[config.mk]
export PLATFORM = sky130hd
export DESIGN_NAME = bcd_timer_chain
export DESIGN_NICKNAME = d
export VERILOG_FILES = /design/src/rtl/bcd_timer_chain.sv
export SDC_FILE = /design/constraint.sdc
export NUM_CORES = 1
export LEC_CHECK = 0
export ABC_AREA = 1
export CORE_MARGIN = 1
export CORE_UTILIZATION = 48
export CTS_BUF_LIST = sky130_fd_sc_hd__clkbuf_16
export DETAILED_ROUTE_END_ITERATION = 8
export PLACE_DENSITY = 0.8
export SLEW_MARGIN = 20
export SYNTH_ARGS = -nofsm -noshare
export SYNTH_HDL_FRONTEND = slang
export SYNTH_SLANG_ARGS = --single-unit
[constraint.sdc]
create_clock -name clk -period 1.8 [get_ports clk]
set_input_delay 0.45 -clock clk [delete_from_list [all_inputs] [get_ports clk]]
set_output_delay 0.45 -clock clk [all_outputs]
set_load 0.1 [all_outputs]
[src/rtl/bcd_timer_chain.sv]
// Tick-enabled BCD counter chain with per-digit modulus, up/down, load, wrap pulse and alarm FSM.
// Optional lap capture register enabled by defining BCD_TIMER_LAP_EN.

module bcd_timer_digit #(
  parameter logic [3:0] MOD = 4'd10
) (
  input  logic       clk,
  input  logic       clear_n,
  input  logic       load,
  input  logic [3:0] load_nib,
  input  logic       step,
  input  logic       up,
  output logic [3:0] q,
  output logic       at_max,
  output logic       at_zero
);
  localparam logic [3:0] MAX = MOD - 4'd1;

  logic [3:0] digit_q, digit_d;

  always_comb begin
    digit_d = digit_q;
    if (load) begin
      // out-of-range load values saturate at the top of the digit
      digit_d = (load_nib >= MOD) ? MAX : load_nib;
    end else if (step) begin
      if (up) digit_d = (digit_q == MAX)  ? 4'd0 : digit_q + 4'd1;
      else    digit_d = (digit_q == 4'd0) ? MAX  : digit_q - 4'd1;
    end
  end

  always_ff @(posedge clk or negedge clear_n) begin
    if (!clear_n) digit_q <= 4'd0;
    else          digit_q <= digit_d;
  end

  assign q       = digit_q;
  assign at_max  = (digit_q == MAX);
  assign at_zero = (digit_q == 4'd0);
endmodule

module bcd_timer_chain #(
  parameter int                     DIGITS     = 4,
  parameter logic [4*DIGITS-1:0]    MODS       = {4'd6, 4'd10, 4'd6, 4'd10},
  parameter bit                     ALARM_HOLD = 1'b0
) (
  input  logic                  clk,
  input  logic                  clear_n,
  input  logic                  tick,
  input  logic                  up_down,
  input  logic                  load,
  input  logic [4*DIGITS-1:0]   load_val,
  input  logic [4*DIGITS-1:0]   alarm_val,
  input  logic                  alarm_arm,
  input  logic                  alarm_ack,
`ifdef BCD_TIMER_LAP_EN
  input  logic                  lap,
  output logic [4*DIGITS-1:0]   lap_count,
  output logic                  lap_valid,
`endif
  output logic [4*DIGITS-1:0]   count,
  output logic                  carry_out,
  output logic                  alarm_hit,
  output logic                  ringing
);
  typedef enum logic [1:0] {DISARMED, ARMED, RINGING, ACKED} alarm_state_e;

  logic [DIGITS-1:0][3:0] digit_q;
  logic [DIGITS-1:0]      at_max, at_zero, term;
  logic [DIGITS:0]        en;
  logic                   wrap;

  genvar i;
  generate
    for (i = 0; i < DIGITS; i++) begin : g_digit
      bcd_timer_digit #(.MOD(MODS[4*i +: 4])) u_digit (
        .clk      (clk),
        .clear_n  (clear_n),
        .load     (load),
        .load_nib (load_val[4*i +: 4]),
        .step     (tick & en[i]),
        .up       (up_down),
        .q        (digit_q[i]),
        .at_max   (at_max[i]),
        .at_zero  (at_zero[i])
      );
      assign term[i] = up_down ? at_max[i] : at_zero[i];
    end
  endgenerate

  // en[i]: every digit below i sits at its terminal value for the current direction
  always_comb begin
    en    = '0;
    en[0] = 1'b1;
    for (int k = 0; k < DIGITS; k++) en[k+1] = en[k] & term[k];
  end

  assign count = digit_q;
  assign wrap  = tick & ~load & en[DIGITS];

  logic carry_q, carry_d;
  assign carry_d = wrap;

  always_ff @(posedge clk or negedge clear_n) begin
    if (!clear_n) carry_q <= 1'b0;
    else          carry_q <= carry_d;
  end
  assign carry_out = carry_q;

  logic match;
  assign match = (count == alarm_val);

  alarm_state_e state_q, state_d;
  logic         hit_q, hit_d, ring_q, ring_d;

  always_ff @(posedge clk or negedge clear_n) begin
    if (!clear_n) begin
      state_q <= DISARMED;
      hit_q   <= 1'b0;
      ring_q  <= 1'b0;
    end else begin
      state_q <= state_d;
      hit_q   <= hit_d;
      ring_q  <= ring_d;
    end
  end

  always_comb begin
    state_d = state_q;
    case (state_q)
      DISARMED: if (alarm_arm) state_d = ARMED;
      ARMED: begin
        if (!alarm_arm) state_d = DISARMED;
        else if (match) state_d = RINGING;
      end
      RINGING: begin
        if (!alarm_arm)                    state_d = DISARMED;
        else if (alarm_ack)                state_d = ACKED;
        else if (!ALARM_HOLD && !match)    state_d = ARMED;
      end
      ACKED: begin
        if (!alarm_arm)  state_d = DISARMED;
        else if (!match) state_d = ARMED;
      end
      default: state_d = DISARMED;
    endcase
  end

  // outputs are registered copies of the upcoming state
  always_comb begin
    hit_d  = (state_q != RINGING) && (state_d == RINGING);
    ring_d = (state_d == RINGING);
  end

  assign alarm_hit = hit_q;
  assign ringing   = ring_q;

`ifdef BCD_TIMER_LAP_EN
  logic [4*DIGITS-1:0] lap_count_q, lap_count_d;
  logic                lap_valid_q, lap_valid_d;

  // capture samples the registered count, i.e. the value before any same-cycle tick
  always_comb begin
    lap_count_d = lap ? count : lap_count_q;
    lap_valid_d = load ? 1'b0 : (lap | lap_valid_q);
  end

  always_ff @(posedge clk or negedge clear_n) begin
    if (!clear_n) begin
      lap_count_q <= '0;
      lap_valid_q <= 1'b0;
    end else begin
      lap_count_q <= lap_count_d;
      lap_valid_q <= lap_valid_d;
    end
  end

  assign lap_count = lap_count_q;
  assign lap_valid = lap_valid_q;
`endif
endmodule

[Word level (Yosys, flattened, before mapping)]
Cells that the tools add are included.
Storage, ports and cells
  register bits after elaboration: 21
  bits of input ports: 39
Cells by class
  $add $sub $neg: 8
  $lt $le $gt $ge: 4
  eq/ne operators: 10
  mux-type cells: 36
  bitwise operators: 9
  reduce and logical (&&, ||, !) cells: 10
Operator list (number)
  2-to-1 mux 4 bit: 24
  adder 4 x 1 -> 4 bit (second input constant): 4
  equality test 16 bit: 1
  logical NOT 4 bit: 4
  subtractor 4 x 1 -> 4 bit (second input constant): 4
  2-to-1 mux 2 bit: 7
  AND 1 bit: 8
  equality test 4 x 3 -> 1 bit (second input constant): 2
  equality test 4 bit (second input constant): 2
  greater-or-equal comparator 4 x 3 -> 1 bit (second input constant): 2
  greater-or-equal comparator 4 bit (second input constant): 2
  case mux 2 bit (4 select lines): 1
  nonzero test 2 bit: 4
  equality test 2 bit (second input constant): 3
  2-to-1 mux 1 bit: 4
  equality test 2 x 1 -> 1 bit (second input constant): 1
  logical NOT 2 bit: 1
  inequality test 2 bit (second input constant): 1
  logical AND 1 bit: 1
  inverter 1 bit: 1

[Depth between registers and ports, before layout]
  word-level depth: 7
  mapped depth: 11
  depth with buffers taken out: 10

[By module]
A second synthesis with hierarchy kept.
Unflattened totals
  cell total of the unflattened synthesis: 354
  area, all modules: 2004.4 um^2
Modules (own cells, without submodules)
  bcd_timer_digit (g_digit[0].u_digit ...): times used 2, cells an instance 63, area an instance 374.1 um^2, sequential area each 100.1 um^2
  bcd_timer_digit (g_digit[1].u_digit ...): times used 2, cells an instance 58, area an instance 334.1 um^2, sequential area each 100.1 um^2
  bcd_timer_chain: times used 1, cells an instance 112, area an instance 588.1 um^2, sequential area each 125.1 um^2

[Least setup slack after synthesis]
OpenSTA, ideal clock, no wires.
  kind: register -> register
  from: reg g_digit[0].u_digit.digit_q[3]
  to: reg g_digit[3].u_digit.digit_q[1]
  library setup time: 0.121 ns
  arrival: 1.880 ns
  data required time: 1.679 ns
  setup slack: -0.201 ns
  stages on the path, launching flop included: 11
  path buffers: 1
  clock period less this slack: 2.001 ns
  cells stage by stage: dfrtp_1 buf_4 inv_2 nor2_4 nand2_1 nand2_2 nand3_4 nor2_4 nand2_4 nand3_1 nand2_1
Between the ends
  longest elaborated chain between the ends: 6
  elaborated cells between the ends (all ways): 7
  classes of those cells: 1 x eq/ne; 1 x mux; 3 x bitwise; 2 x reduce/logical
RTL lines
  start: declaration: line 19  | logic [3:0] digit_q, digit_d;
  start signal: assignment: line 34  | else digit_q <= digit_d;
  equality test 4 bit or logical NOT 4 bit (tied branches): line 38, 39
  2-to-1 mux 1 bit (*): line 87  | assign term[i] = up_down ? at_max[i] : at_zero[i];
  AND 1 bit (*) (2 in a row): line 95  | for (int k = 0; k < DIGITS; k++) en[k+1] = en[k] & term[k];
  AND 1 bit (*): line 81  | .step (tick & en[i]),
  nonzero test 2 bit (no line) (*)
  end signal: assignment: line 34
  end: declaration: line 19
Mark *: on every way between the ends. The rest lies on a longest branch, timed or not.
A chain may end at the register's enable or synchronous reset.

[Worst setup path after layout]
  from: in up_down
  to: reg g_digit[3].u_digit.digit_q[3]
Between the ends
  longest elaborated chain between the ends: 5
  elaborated cells between the ends (all ways): 10
  classes of those cells: 6 x mux; 3 x bitwise; 1 x reduce/logical
RTL lines
  start: declaration: line 50  | input logic up_down,
  2-to-1 mux 1 bit: line 87
  AND 1 bit (2 in a row): line 95
  AND 1 bit: line 81
  nonzero test 2 bit (no line)
Several ways; a longest one is shown, not always the timed one. The select of a mux whose other input is x is not followed.

==> results.tsv <==
stage	metric	value	unit
yosys	synth_top_area_share	27.1	%
layout	antenna_cells	0	
sta	setup_viol	0	
setup_path	cp-end-kind	flop	
clock_network	worstSkewPairLatency	0.25	ns
setup_path	worst-endpoint-arrival	1.79	ns
floorplanning	die-width	65.5	microns
routing	wl	4980	microns
sta	worst_pin_slew	0.359	ns
layout	final_cell_area	2890	sq um
floorplanning	core_area	3770	sq um
power_and_ir_drop	p_leak	1.47	nW
clock_network	cts_resized	0	
yosys	netlist_area	1940	sq um
sta	period_share	88.8	%
setup_path	path_cells	clkdlybuf4s50_1, buf_4, buf_4, nand2_1, xor2_1, nand4_1, nand2_1	
yosys	yosysSeqAreaShare	27.1	%
yosys	yosys_warnings	0	
yosys	synth_largest_area_cell	dfrtp_1	
sta	fin_skew	0.00295	ns
setup_path	reg2reg_depth	9	
routing	num_vias	2258	
sta	rsz0062_at_grt	no	
power_and_ir_drop	power	0.00233	W
yosys	synthDistinctLibCells	28	
floorplanning	rows	22	
sta	max_freq	626	MHz
setup_path	slowest_stage	clkdlybuf4s50_1	
routing	ant_nets	0	
routing	wl_per_cell	11.3	microns
clock_network	cts_tree	built	
worst_hold_path	hold_path.class	input pin to async pin	
layout	syn_to_final_growth	49.3	%
global_route	grt_pass1_wl	8570	microns
setup_path	startpoint_type	input pin	
global_route	grt.overflow.total	0	
routing	drc_errors	0	
routing	highest_layer	met4	
clock_network	clk_pin_slew	0.06	ns
yosys	syn_inst	332	
floorplanning	start_util	51.3	%
placement	place_area	2810	sq um
clock_network	cts.sinks	21	
sta	max_slew_margin	76.0	%
global_route	grt_pass1_vias	2092	
clock_network	numCtsBuffers	3	
layout	nets	434	
setup_path	path_class	input pin to flop	
yosys	synth.avg_cell_area	5.83	sq um
run	drv_cap	0	
setup_path	worstReg2RegStart	g_digit[1].u_digit.q[1]	
routing	first_pass_iters	4	
clock_network	clockRootBuffer	clkbuf_16	
routing	routed-wl-met2	2470	microns
setup_path	cp_max_fo	10	
global_route	grt_antenna_before_repair	0	
yosys	ys.flop_type	dfrtp_1	
placement	hpwl	3890	microns
placement	gp_congestion	0.936	
setup_path	slowest_delay	0.51	ns
sta	period_needed	1.60	ns
layout	layout-drive-gt1-share	17.8	%
yosys	synth-seq-cells	21	
setup_path	crit_required	1.99	ns
layout	nFillCells	282	
layout	final_cell_mix	127 x nand2_1, 42 x inv_1, 38 x clkdlybuf4s50_1	
routing	dr_wl_met3	239	microns
layout	fin_util	76.6	%
floorplanning	dieArea	4290	sq um
setup_path	r2r_end	g_digit[3].u_digit.q[0]	
sta	drv_slew	0	
setup_path	rrSetupSlack	0.25	ns
clock_network	clockBufferDepth	2	
power_and_ir_drop	p_per_area	806	nW/um^2
sta	worst_hold_slack	0.539	ns
yosys	synth_edf_count	0	
layout	layout_commonest_cell	nand2_1	
status	status	finished clean	
clock_network	h-tree-depth	1	
placement	portBuffers	57	
floorplanning	die_h	65.5	microns
global_route	grt_start_max_net_pins	22	
routing	first_iter_violations	153	
floorplanning	io_pins	58	
yosys	syn_nets	371	
clock_network	cts_setup_buffers	0	
routing	vias_per_cell	5.11	
clock_network	hold_buffers	0	
sta	hold_viol	0	
yosys	synthTopCellsByArea	dfrtp_1 27%, nand2_1 25%, inv_1 8.1%	
routing	wirelength_met1	2210	microns
global_route	gr-usage-all-layers	25.0	%
yosys	synthArstFlopShare	100	%
power_and_ir_drop	ir_worst_vdd	0.560	mV
-- layer usage --
layer	vias to the layer above	global-route usage, %
met5	-	0
met4	0	8.42
met3	6	2.60
met2	78	44.5
met1	992	31.3
li1	1182	-
-- cell type report --
cell class / instances / area, sq um / share of cell area [%]
tap: 48 / 60.1 / 2.08
sequential: 21 / 546 / 18.9
multi-input combinational: 252 / 1170 / 40.4
clock buffer: 3 / 75.1 / 2.60
timing repair buffer: 67 / 848 / 29.4
inverter: 50 / 188 / 6.50
clock inverter: 1 / 5.00 / 0.173
-- how the worst max path moves through the flow --
stage,to,startpoint,slack [ns],cells past startpoint
finish,g_digit[3].u_digit.q[3],up_down,0.20,7
global route,g_digit[3].u_digit.q[1],up_down,0.05,9
CTS,g_digit[3].u_digit.q[0],up_down,0.22,9
detailed placement,g_digit[3].u_digit.q[0],up_down,-0.03,9
global placement,g_digit[1].u_digit.q[2],up_down,-0.02,7
floorplan,g_digit[3].u_digit.q[1],g_digit[0].u_digit.q[3],0.11,10
-- registers in the layout, indices dropped and copies added, names as in the netlist --
| name | flops |
|---|---|
| g_digit.u_digit.q | 16 |
| ringing | 1 |
| alarm_hit | 1 |
| carry_out | 1 |
| state_q | 2 |
-- synth_stat cells (all sizes together) (2+ instances only) --
| master | n |
|---|---|
| nand3 | 29 |
| a22oi | 4 |
| o21ai | 25 |
| buf | 8 |
| xor2 | 2 |
| nor2 | 37 |
| inv | 50 |
| nand4 | 8 |
| a31oi | 4 |
| nand2 | 130 |
| a21oi | 9 |
| dfrtp | 21 |
-- metrics by stage --
step / std cells / setup TNS [ns] / setup slack, ns
global placement: 438 / -0.0193 / -0.0193
detailed placement: 438 / -0.133 / -0.0290
CTS: 442 / 0 / 0.217
floorplan: 332 / 0 / 0.107
finish: 442 / 0 / 0.202
global route: 442 / 0 / 0.0547
-- power breakdown --
group	leakage, nW	internal [W]	switching (W)
combinational	1.18	0.000452	0.000741
sequential	0.247	0.000532	0.000132
clock	0.0409	0.000298	0.000173
-- logic make-up (layout without fill, tap and decap cells) --
logic type             Yosys count  count (layout)  share of synthesized area (%)
XOR/XNOR                         2               2                          0.905
AND/OR/NAND/NOR                204             204                           45.7
buffers and inverters           59             121                           12.5
flip-flops                      21              21                           27.1
AO/OA/AOI/OAI                   46              46                           13.7
-- critical path: cells and delay by family --
kind	cells	cell delay, ns
and+or+nand+nor	3	0.29
xor gates and xnor gates	1	0.21
buffers and inverters	3	0.84
No activity file was read; power rests on OpenSTA's default activity.
